--- config.mk ---
export PLATFORM = sky130hd
export DESIGN_NAME = key_unlock_ctrl
export DESIGN_NICKNAME = d
export VERILOG_FILES = /design/src/rtl/key_ctrl_pkg.sv /design/src/rtl/crc_serial.sv /design/src/rtl/key_unlock_ctrl.sv
export SDC_FILE = /design/constraint.sdc
export NUM_CORES = 1
export LEC_CHECK = 0
export ABC_AREA = 1
export CORE_MARGIN = 1
export CORE_UTILIZATION = 37
export CTS_CLUSTER_DIAMETER = 80
export DETAILED_ROUTE_END_ITERATION = 10
export DONT_BUFFER_PORTS = 1
export PLACE_DENSITY = 0.55
export SETUP_SLACK_MARGIN = 0.1
export SLEW_MARGIN = 15
export SYNTH_ARGS = -nofsm -noshare
export SYNTH_HDL_FRONTEND = slang
export SYNTH_HIERARCHICAL = 1
export SYNTH_SLANG_ARGS = --single-unit
--- constraint.sdc ---
create_clock -name clk -period 2.1 [get_ports clk]
set_input_delay 0.42 -clock clk [delete_from_list [all_inputs] [get_ports clk]]
set_output_delay 0.42 -clock clk [all_outputs]
set_load 0.02 [all_outputs]
--- src/rtl/key_ctrl_pkg.sv ---
// key_ctrl_pkg: shared types, defaults and a CRC-8 reference step for the key unlock controller
package key_ctrl_pkg;

    typedef enum logic [2:0] {
        S_IDLE,
        S_SHIFT_KEY,
        S_SHIFT_CRC,
        S_CHECK,
        S_ARMED,
        S_ERROR,
        S_LOCKOUT
    } kc_state_t;

    localparam int KEY_W_DEF = 32;
    localparam int CRC_W_DEF = 8;
    localparam logic [7:0] CRC_POLY_DEF = 8'h07;

    function automatic logic [7:0] crc8_step(input logic [7:0] crc, input logic b);
        return {crc[6:0], 1'b0} ^ ((crc[7] ^ b) ? CRC_POLY_DEF : 8'h00);
    endfunction

endpackage

--- src/rtl/crc_serial.sv ---
// crc_serial: bit-serial MSB-first CRC register, init 0, no reflection, no final XOR
module crc_serial #(
    parameter int CRC_W = 8,
    parameter logic [CRC_W-1:0] CRC_POLY = CRC_W'('h07)
) (
    input  logic             clk,
    input  logic             rst_n,
    input  logic             clr,
    input  logic             en,
    input  logic             bit_in,
    output logic [CRC_W-1:0] crc
);
    logic [CRC_W-1:0] crc_q, crc_d;

    always_comb begin
        crc_d = clr ? '0
              : en  ? ({crc_q[CRC_W-2:0], 1'b0} ^ ((crc_q[CRC_W-1] ^ bit_in) ? CRC_POLY : '0))
              : crc_q;
    end

    always_ff @(posedge clk or negedge rst_n) begin
        if (!rst_n) crc_q <= '0;
        else        crc_q <= crc_d;
    end

    assign crc = crc_q;
endmodule

--- src/rtl/key_unlock_ctrl.sv ---
// key_unlock_ctrl: serially loads a CRC-protected unlock key and arms it onto the locked core's key pins
module key_unlock_ctrl
    import key_ctrl_pkg::*;
#(
    parameter int KEY_W = KEY_W_DEF,
    parameter int CRC_W = CRC_W_DEF,
    parameter logic [CRC_W-1:0] CRC_POLY = CRC_W'(CRC_POLY_DEF),
    parameter int MAX_FAIL = 3
) (
    input  logic             clk,
    input  logic             rst_n,
    input  logic             load_start,
    input  logic             kin_valid,
    input  logic             kin_bit,
    output logic             kin_ready,
    input  logic             zeroize,
    output logic [KEY_W-1:0] key_out,
    output logic             key_valid,
    output logic             load_err,
    output logic             lockout,
    output logic             busy
);
    localparam int CNT_W = $clog2(KEY_W);
    localparam int FCW   = $clog2(MAX_FAIL + 1);

    kc_state_t        state_q, state_d;
    logic [KEY_W-1:0] shadow_q, shadow_d;
    logic [KEY_W-1:0] key_q, key_d;
    logic [CRC_W-1:0] rx_q, rx_d;
    logic [CNT_W-1:0] bit_cnt_q, bit_cnt_d;
    logic [FCW-1:0]   fail_cnt_q, fail_cnt_d;
    logic             key_valid_q, key_valid_d;
    logic             load_err_q, load_err_d;
    logic [CRC_W-1:0] crc;
    logic             wipe, start, xfer, crc_ok, key_last, crc_last;

    // Lockout is terminal: even zeroize cannot leave it, only rst_n.
    assign wipe     = zeroize && state_q != S_LOCKOUT;
    assign start    = !wipe && load_start && (state_q == S_IDLE || state_q == S_ERROR);
    assign xfer     = kin_valid && kin_ready;
    assign crc_ok   = crc == rx_q;
    assign key_last = bit_cnt_q == CNT_W'(KEY_W - 1);
    assign crc_last = bit_cnt_q == CNT_W'(CRC_W - 1);

    crc_serial #(.CRC_W(CRC_W), .CRC_POLY(CRC_POLY)) u_crc (
        .clk    (clk),
        .rst_n  (rst_n),
        .clr    (wipe || start),
        .en     (state_q == S_SHIFT_KEY && xfer),
        .bit_in (kin_bit),
        .crc    (crc)
    );

    always_ff @(posedge clk or negedge rst_n) begin
        if (!rst_n) state_q <= S_IDLE;
        else        state_q <= state_d;
    end

    always_comb begin
        state_d = state_q;
        if (wipe) begin
            state_d = S_IDLE;
        end else begin
            case (state_q)
                S_IDLE, S_ERROR: state_d = load_start ? S_SHIFT_KEY : state_q;
                S_SHIFT_KEY:     state_d = (xfer && key_last) ? S_SHIFT_CRC : state_q;
                S_SHIFT_CRC:     state_d = (xfer && crc_last) ? S_CHECK : state_q;
                S_CHECK:         state_d = crc_ok ? S_ARMED
                                         : (fail_cnt_q == FCW'(MAX_FAIL - 1)) ? S_LOCKOUT : S_ERROR;
                default:         state_d = state_q;
            endcase
        end
    end

    always_comb begin
        kin_ready = state_q == S_SHIFT_KEY || state_q == S_SHIFT_CRC;
        busy      = kin_ready || state_q == S_CHECK;
        lockout   = state_q == S_LOCKOUT;
        key_out   = key_q;
        key_valid = key_valid_q;
        load_err  = load_err_q;
    end

    // key_q is only written on a CRC pass or a wipe, so partial shadow contents never reach the core.
    always_comb begin
        shadow_d    = shadow_q;
        rx_d        = rx_q;
        bit_cnt_d   = bit_cnt_q;
        key_d       = key_q;
        key_valid_d = key_valid_q;
        load_err_d  = load_err_q;
        fail_cnt_d  = fail_cnt_q;
        if (wipe) begin
            shadow_d    = '0;
            rx_d        = '0;
            bit_cnt_d   = '0;
            key_d       = '0;
            key_valid_d = 1'b0;
            load_err_d  = 1'b0;
        end else if (start) begin
            shadow_d   = '0;
            rx_d       = '0;
            bit_cnt_d  = '0;
            load_err_d = 1'b0;
        end else if (state_q == S_SHIFT_KEY && xfer) begin
            shadow_d[bit_cnt_q] = kin_bit;
            bit_cnt_d           = key_last ? '0 : bit_cnt_q + 1'b1;
        end else if (state_q == S_SHIFT_CRC && xfer) begin
            rx_d      = {rx_q[CRC_W-2:0], kin_bit};
            bit_cnt_d = bit_cnt_q + 1'b1;
        end else if (state_q == S_CHECK) begin
            if (crc_ok) begin
                key_d       = shadow_q;
                key_valid_d = 1'b1;
            end else begin
                fail_cnt_d = fail_cnt_q + FCW'(fail_cnt_q != FCW'(MAX_FAIL));
                load_err_d = 1'b1;
                shadow_d   = '0;
            end
        end
    end

    always_ff @(posedge clk or negedge rst_n) begin
        if (!rst_n) begin
            shadow_q    <= '0;
            rx_q        <= '0;
            bit_cnt_q   <= '0;
            key_q       <= '0;
            key_valid_q <= 1'b0;
            load_err_q  <= 1'b0;
            fail_cnt_q  <= '0;
        end else begin
            shadow_q    <= shadow_d;
            rx_q        <= rx_d;
            bit_cnt_q   <= bit_cnt_d;
            key_q       <= key_d;
            key_valid_q <= key_valid_d;
            load_err_q  <= load_err_d;
            fail_cnt_q  <= fail_cnt_d;
        end
    end
endmodule
; ---- Word level (Yosys, flattened, before mapping)
; Index checks and enable logic that the tools add are counted.
[totals]
reg_bits = 92
output_inout_bits = 37
in_bits = 6
elab_cells = 118
[op_classes]
n_addsub = 2
eq_ne = 22
muxes = 46
n_reduce_logical = 30
order_cmp = 2
bitwise = 7
[op_table]
columns = operator, count
row1 = $mux W32, 12
row2 = $mux W8, 6
row3 = $bwmux W32, 1
row4 = $mux W5, 5
row5 = $ne A3 B3 Y1 const B, 6
row6 = $mux W3, 5
row7 = $mux W1, 13
row8 = $pmux W3 S4, 1
row9 = $logic_and A1 B1 Y1, 9
row10 = $eq A8 B8 Y1, 1
row11 = $ne A2 B2 Y1 const B, 4
row12 = $ne A4 B3 Y1 const B, 2
row13 = $reduce_and A4 Y1, 2
row14 = $reduce_bool A4 Y1, 2
row15 = $xor A8 B8 Y8, 1
row16 = $eq A3 B2 Y1 const B, 2
row17 = $eq A3 B3 Y1 const B, 2
row18 = $lt A5 B6 Y1 const B, 1
row19 = $reduce_and A6 Y1, 1
row20 = $reduce_bool A2 Y1, 3
row21 = $reduce_bool A3 Y1, 2
row22 = $add A5 B1 Y5 const B, 1
row23 = $demux W1 S5, 1
row24 = $eq A5 B3 Y1 const B, 1
row25 = other kinds (17), 25

; ---- Longest topological paths before layout
; Gate-level depths: netlist (run 1).
[depth]
depth_word = 8
ltp_mapped = 12
ltp_nobuf = 12

; ---- Cells and area by module
; Netlist (run 1), hierarchy kept.
[modules_own_cells]
columns = mod, instances, cells_each, area_per_inst_um2
row1 = key_unlock_ctrl, 1, 581, 4406.7
row2 = crc_serial, 1, 42, 364.1

; ---- Worst setup path before layout (run 1)
; No wires, ideal clock.
[synth_path]
path_kind = register to register
from = register bit_cnt_q[0]
to = register state_q[0]
arrival_ns = 1.613
path_slack_ns = 0.374
setup_ns = 0.113
t_required_ns = 1.987
path_stages_with_launch = 12
cell_sequence = dfrtp_1 ha_1 nand2_1 nor2_1 ha_1 inv_1 o211ai_1 nand2_1 a21oi_1 nand3_1 nand2_1 inv_1
[synth_between]
elab_chain_len = 4
word_cells_on_any_way = 7
cone_classes = 4 x eq/ne / 3 x reduce/logical
[synth_rtl]
columns = element, line_no
row1 = start: declaration, key_unlock_ctrl.sv:30  ; logic [CNT_W-1:0] bit_cnt_q, bit_cnt_d;
row2 = start signal: assignment, key_unlock_ctrl.sv:135  ; bit_cnt_q <= bit_cnt_d;
row3 = $eq A5 B3 Y1 or $eq A5 B5 Y1 (tied branches), "key_unlock_ctrl.sv:43, key_unlock_ctrl.sv:42"
row4 = $logic_and A1 B1 Y1 (on tied branches), "key_unlock_ctrl.sv:67, key_unlock_ctrl.sv:66"
row5 = $ne A3 B3 Y1 (no line) or $ne A3 B2 Y1 (tied branches), --
row6 = $reduce_and A4 Y1 (no line) (*), --
row7 = end signal: assignment, key_unlock_ctrl.sv:56  ; else state_q <= state_d;
row8 = end: declaration, key_unlock_ctrl.sv:26  ; kc_state_t state_q, state_d;
; Mark *: on every way between the ends. The rest lies on a longest branch, timed or not.
; A chain may end at the register's enable or synchronous reset.

; ---- Final worst setup path (run 1)
[layout_path]
from = register state_q[2]
to = output port kin_ready
[layout_between]
elab_chain_len = 2
word_cells_on_any_way = 3
cone_classes = 2 x eq/ne / 1 x reduce/logical
[layout_rtl]
columns = element, line_no
row1 = $eq A3 B1 Y1 or $eq A3 B2 Y1 (tied branches), key_unlock_ctrl.sv:76  ; kin_ready = state_q == S_SHIFT_KEY || state_q == S_SHIFT_CRC;
row2 = $logic_or A1 B1 Y1 (*), key_unlock_ctrl.sv:76
row3 = end: declaration, key_unlock_ctrl.sv:15  ; output logic kin_ready,
; Marked as above.

==> impl_metrics.yaml, run 1 <==
outcome:
  outcome: "complete, but fails checks"
  violations: "negative hold slack"
final_layout:
  n_antenna_cell: 0
  multi_input_area_um2: 2020
  seq_area_um2: 2300
  drive_gt1_frac: 0.0778
  nets: 623
  area_growth_syn_to_layout_pct: 10.8
  final_util: 0.419
  nFillCells: 1316
routing:
  drc: 0
  via_count: 4043
  drt_iter0_markers: 323
  antenna_left: 0
  dr.pass1.iters: 5
  viasPerCell: 5.12
  wl_per_cell_um: 14.4
  wl_um: 11400
logic_synthesis:
  synth_area_per_cell_um2: 7.66
  syn_inst: 623
  syn_nets: 634
  synth_cell_types: 25
  ys_top_cells_by_area: "dfrtp_1, nand2_1, nand3_1"
  ys_warn_count: 6
  syn_area_um2: 4770
  ys_ff_latch: 92
  synthDominantAreaCellType: "dfrtp_1"
  yosys_most_used_dff: "dfrtp_1"
  synthTopCellsByCount: "nand2_1, dfrtp_1, nand3_1"
  yosys.area.top_type_share: 0.483
  synth_most_common_cell: "nand2_1"
  seq_area_frac_synth: 0.483
  async_reset_ff_frac: 1.00
  synth-edff-count: 0
floorplan:
  row_count: 41
  core-area_um2: 12600
  die_y_um: 116
  fp.dieW_um: 116
  initial_core_util: 0.378
  die_area_um2: 13400
  ioPinCount: 43
sta:
  rsz0062_at_grt: "yes"
  fin_crit_sh: 0.883
  worst_pin_slew_ns: 0.554
  min_period_ns: 1.85
  tns_ns: 0
  whs_ns: -0.244
  hold_violations: 92
  finalSetupViolations: 0
  fmaxAchievable_mhz: 539
  slew_headroom: 0.631
  skew_ns: 0.00656
  drv_slew: 0
critical_path:
  r2r-start: "bit_cnt_q[1]"
  critical_path_arrival_ns: 1.43
  worstPathRequired_ns: 1.68
  critPathKind: "flop to output port"
  critPathMaxFanout: 6
  critPathLaunchType: "flop"
  critPathCaptureType: "output port"
  crit_start: "state_q[2]"
clock_network:
  cts.clk_slew.worst_paths_ns: 0.07
  htreeDepth: 3
  clock_latency_ns: 0.35
  cts-root-buf: "clkbuf_16"
  cts_buffers: 9
  cts_tree: "done"
  cts.sinks: 92
  clock_path_buffers: 2
global_routing:
  grt_max_degree: 93
  grt_pass1_wl_um: 19100
  antenna_found_initial: 0
  grt_pass1_vias: 3858
  overflow: 0
  grtUsageTotal: 0.183
power_and_ir_drop:
  powerDensity_nw_per_um2: 910
  p_leak_nw: 2.77
  peakVddDrop_mv: 0.441
place:
  dpl.hpwl_um: 7430
  portBuffers: 0
  gp_congestion: 0.844
job:
  maxCapViolations: 0
worst_hold_path:
  hold_class: "input port to asynchronous set/reset pin"
[path summary, 6_finish.rpt]
path / end / slack (ns) / cells past startpoint
setup / recovery: kin_ready / 0.25 / 4
hold / removal: key_out[26] / -0.24 / 0
min in group clk: shadow_q[25] / 0.23 / 2
setup reg to reg: state_q[0] / 0.26 / 11
hold reg to reg: fail_cnt_q[1] / 0.47 / 2
max in group asynchronous: key_out[1] / 2.17 / 0
[stage by stage]
step | area [um2] | power [mW] | hold slack [ns] | setup slack (ns) | cells
floorplan | 4770 | 2.77 | 0.124 | 0.374 | 623
global placement | 4940 | 3.04 | 0.126 | 0.276 | 773
detailed placement | 4940 | 3.06 | 0.126 | 0.214 | 773
CTS | 5270 | 4.86 | -0.253 | 0.215 | 789
global route | 5280 | 5.08 | -0.257 | 0.0738 | 789
finish | 5280 | 4.81 | -0.244 | 0.246 | 789
[cell usage in the layout (no fill, tap or decap)]
master      count
o22ai_1        15
nor2_2          2
xor2_1          1
bufinv_16       2
o21ai_0        17
nor3b_1         1
nand2_2         3
buf_6           1
buf_12          1
nand2_1       192
clkinv_4        2
clkinvlp_4      1
nand3_1        78
buf_4          14
nand3b_1        1
inv_1          69
a21oi_1        13
ha_1            5
clkbuf_16       9
nor2_4          1
o21ai_2         3
inv_2           5
nor3_1          2
clkbuf_8        1
o211ai_1        2
dfrtp_1        91
nand3_2         1
nand4_1        55
clkbuf_1        1
nor2_1         22
xnor2_1         4
o21ai_4         1
dfrtp_2         1
[flip-flops by register name, summed over array words and instances, names as in the netlist]
register    flops
key_out        32
shadow_q       32
rx_q            8
u_crc/crc       8
bit_cnt_q       5
state_q         3
fail_cnt_q      2
key_valid       1
load_err        1
[routing by layer]
layer  vias to the layer above  global-route usage  wire length [um]  share of wire
li1                       2027                   -                 -              -
met1                      1933               0.240              5500           0.48
met2                        67               0.290              5150           0.45
met3                        16              0.0445               450          0.040
met4                         0              0.0762               257          0.023
met5                         -                   0                 0              0
[layout make-up]
class                   count  area share
repair buffers             16      0.0258
clock buffers              11      0.0459
inverters                  74      0.0526
clock inverters             5      0.0161
multi-input cells         419       0.383
well taps                 172      0.0407
flip-flops and latches     92       0.436
[kinds of logic after synthesis]
logic type | count (synthesis) | synth area share
fa+ha+maj | 5 | 0.0131
compound gates | 51 | 0.0616
flops | 92 | 0.483
buf+inv | 112 | 0.0965
xor+xnor | 5 | 0.00918
simple gates | 358 | 0.337
[what timing repair did]
action                                 CTS  global route
endpoints found under the hold margin   92            92
gates resized for setup                  0             4
setup buffers                            0             0
setup endpoints to repair                0            17
[power by group]
part | switching, mW | internal, mW
logic | 0.862 | 0.310
clock network | 0.692 | 1.08
registers | 0.0531 | 1.81
[worst max-delay path, cell delays in order, from the launching register on]
cell	delay (ns)
dfrtp_1	0.44
inv_2	0.16
nand3_1	0.16
nand2_1	0.16
buf_4	0.16
(Power assumes the default switching activity.)
==> run 2: changes to the inputs <==
ABC_CLOCK_PERIOD_IN_PS = 2100   (was unset)
==> results of run 2 <==
The final DEF is identical to that of run 1; final timing and power are the same.
==> run 3: changes to the inputs <==
DONT_BUFFER_PORTS = unset   (was 1)
PLACE_DENSITY = 0.59   (was 0.55)
==> run 3 against run 2 <==
The flow now finishes without violations. Sequential power about the same. Sequential share of layout area shrank 3.4 points. Design area is 8.5% higher. Flip-flop and latch count stayed put. Clock power decreased by 3%. Clock skew shrank 0.0022 ns. Critical path depth did not move. Die area stayed put. Critical endpoint unchanged.
==> impl_metrics.yaml, run 3 (synthesized netlist as in run 1, its figures left out) <==
routing:
  drt_iter0_markers: 320
  via_count: 4204
  dr.pass1.iters: 5
  wl_um: 11300
  antenna_left: 0
  drc: 0
  viasPerCell: 5.05
  wl_per_cell_um: 13.5
global_routing:
  grt_max_degree: 74
  grt_pass1_wl_um: 19300
  overflow: 0
  antenna_found_initial: 0
  grt_pass1_vias: 4012
  grtUsageTotal: 0.186
critical_path:
  critPathCaptureType: "output port"
  critPathKind: "flop to output port"
  critPathMaxFanout: 6
  worstPathRequired_ns: 1.68
  critical_path_arrival_ns: 1.47
  critPathLaunchType: "flop"
outcome:
  outcome: "finished clean"
final_layout:
  final_cell_mix: "nand2_1, dfrtp_1, nand3_1, inv_1, nand4_1"
  n_antenna_cell: 0
  final_util: 0.454
  drive_gt1_frac: 0.0711
  nFillCells: 1285
  nets: 669
  final_common_cell: "nand2_1"
  area_growth_syn_to_layout_pct: 20.1
floorplan:
  fp.dieW_um: 116
  row_count: 41
  initial_core_util: 0.378
  ioPinCount: 43
  die_y_um: 116
  core-area_um2: 12600
  die_area_um2: 13400
sta:
  min_period_ns: 1.89
  worst_pin_slew_ns: 0.436
  skew_ns: 0.00438
  fmaxAchievable_mhz: 530
  hold_violations: 0
  drv_slew: 0
  fin_crit_sh: 0.898
  slew_headroom: 0.709
  tns_ns: 0
  rsz0062_at_grt: "no"
  finalSetupViolations: 0
power_and_ir_drop:
  peakVddDrop_mv: 0.383
  powerDensity_nw_per_um2: 842
  fin_total_pwr_mw: 4.82
  p_leak_nw: 2.95
clock_network:
  cts-root-buf: "clkbuf_16"
  htreeDepth: 3
  cts.clk_slew.worst_paths_ns: 0.06
  cts.sinks: 92
  cts_tree: "done"
  clock_path_buffers: 2
  cts_buffers: 9
  clock_latency_ns: 0.35
worst_hold_path:
  hold_class: "input port to asynchronous set/reset pin"
job:
  maxCapViolations: 0
place:
  portBuffers: 42
  dpl.hpwl_um: 7700
  gp_congestion: 0.814
## run 3: metrics by stage
stage	worst slack [ns]	cell area [um2]	cells	hold slack, ns
floorplan	0.374	4770	623	0.124
global placement	0.176	5420	818	0.297
detailed placement	0.137	5420	818	0.302
CTS	0.0485	5730	833	0.472
global route	0.108	5730	833	0.492
finish	0.213	5730	833	0.473
## run 3: power by group
part / internal, mW / switching, mW
Combinational: 0.351 / 0.903
Sequential: 1.81 / 0.0473
Clock: 1.06 / 0.646
## run 3: layout make-up
class | count | area (um2) | share of cell area
Clock buffer | 12 | 246 | 0.0430
Sequential cell | 92 | 2300 | 0.402
Tap cell | 172 | 215 | 0.0376
Inverter | 74 | 278 | 0.0485
Clock inverter | 2 | 60.1 | 0.0105
Multi-Input combinational cell | 419 | 2020 | 0.352
Timing Repair Buffer | 62 | 613 | 0.107
## run 3: layer usage
| layer | global-route usage | routed length [um] | vias to the layer above |
|---|---|---|---|
| met1 | 0.235 | 5140 | 1998 |
| li1 | - | - | 2117 |
| met5 | 0 | 0 | - |
| met3 | 0.0314 | 368 | 12 |
| met2 | 0.316 | 5570 | 77 |
| met4 | 0.0788 | 199 | 0 |
## run 3: timing repair
action,CTS,global route
endpoints found under the setup margin,3,1
gates cloned,0,0
resized for setup,3,2
hold buffers,1,0
pin swaps,0,0
setup buffers,0,0
endpoints found under the hold margin,14,0
## run 3: worst paths after layout
kind                               from           end  slack (ns)  depth (start not counted)
setup / recovery             state_q[2]     kin_ready        0.21                          4
hold / removal                    rst_n   key_out[25]        0.47                          2
setup reg to reg           bit_cnt_q[0]    state_q[0]        0.29                         11
hold reg to reg            shadow_q[27]  shadow_q[27]        0.47                          2
max in group asynchronous         rst_n       rx_q[5]        0.97                          3
min in group clk           shadow_q[27]  shadow_q[27]        0.47                          2
## run 3: critical path: stages, from the launching register on
cell      delay, ns
dfrtp_1        0.44
inv_2          0.15
nand3_1        0.18
nand2_1        0.17
clkbuf_2       0.19
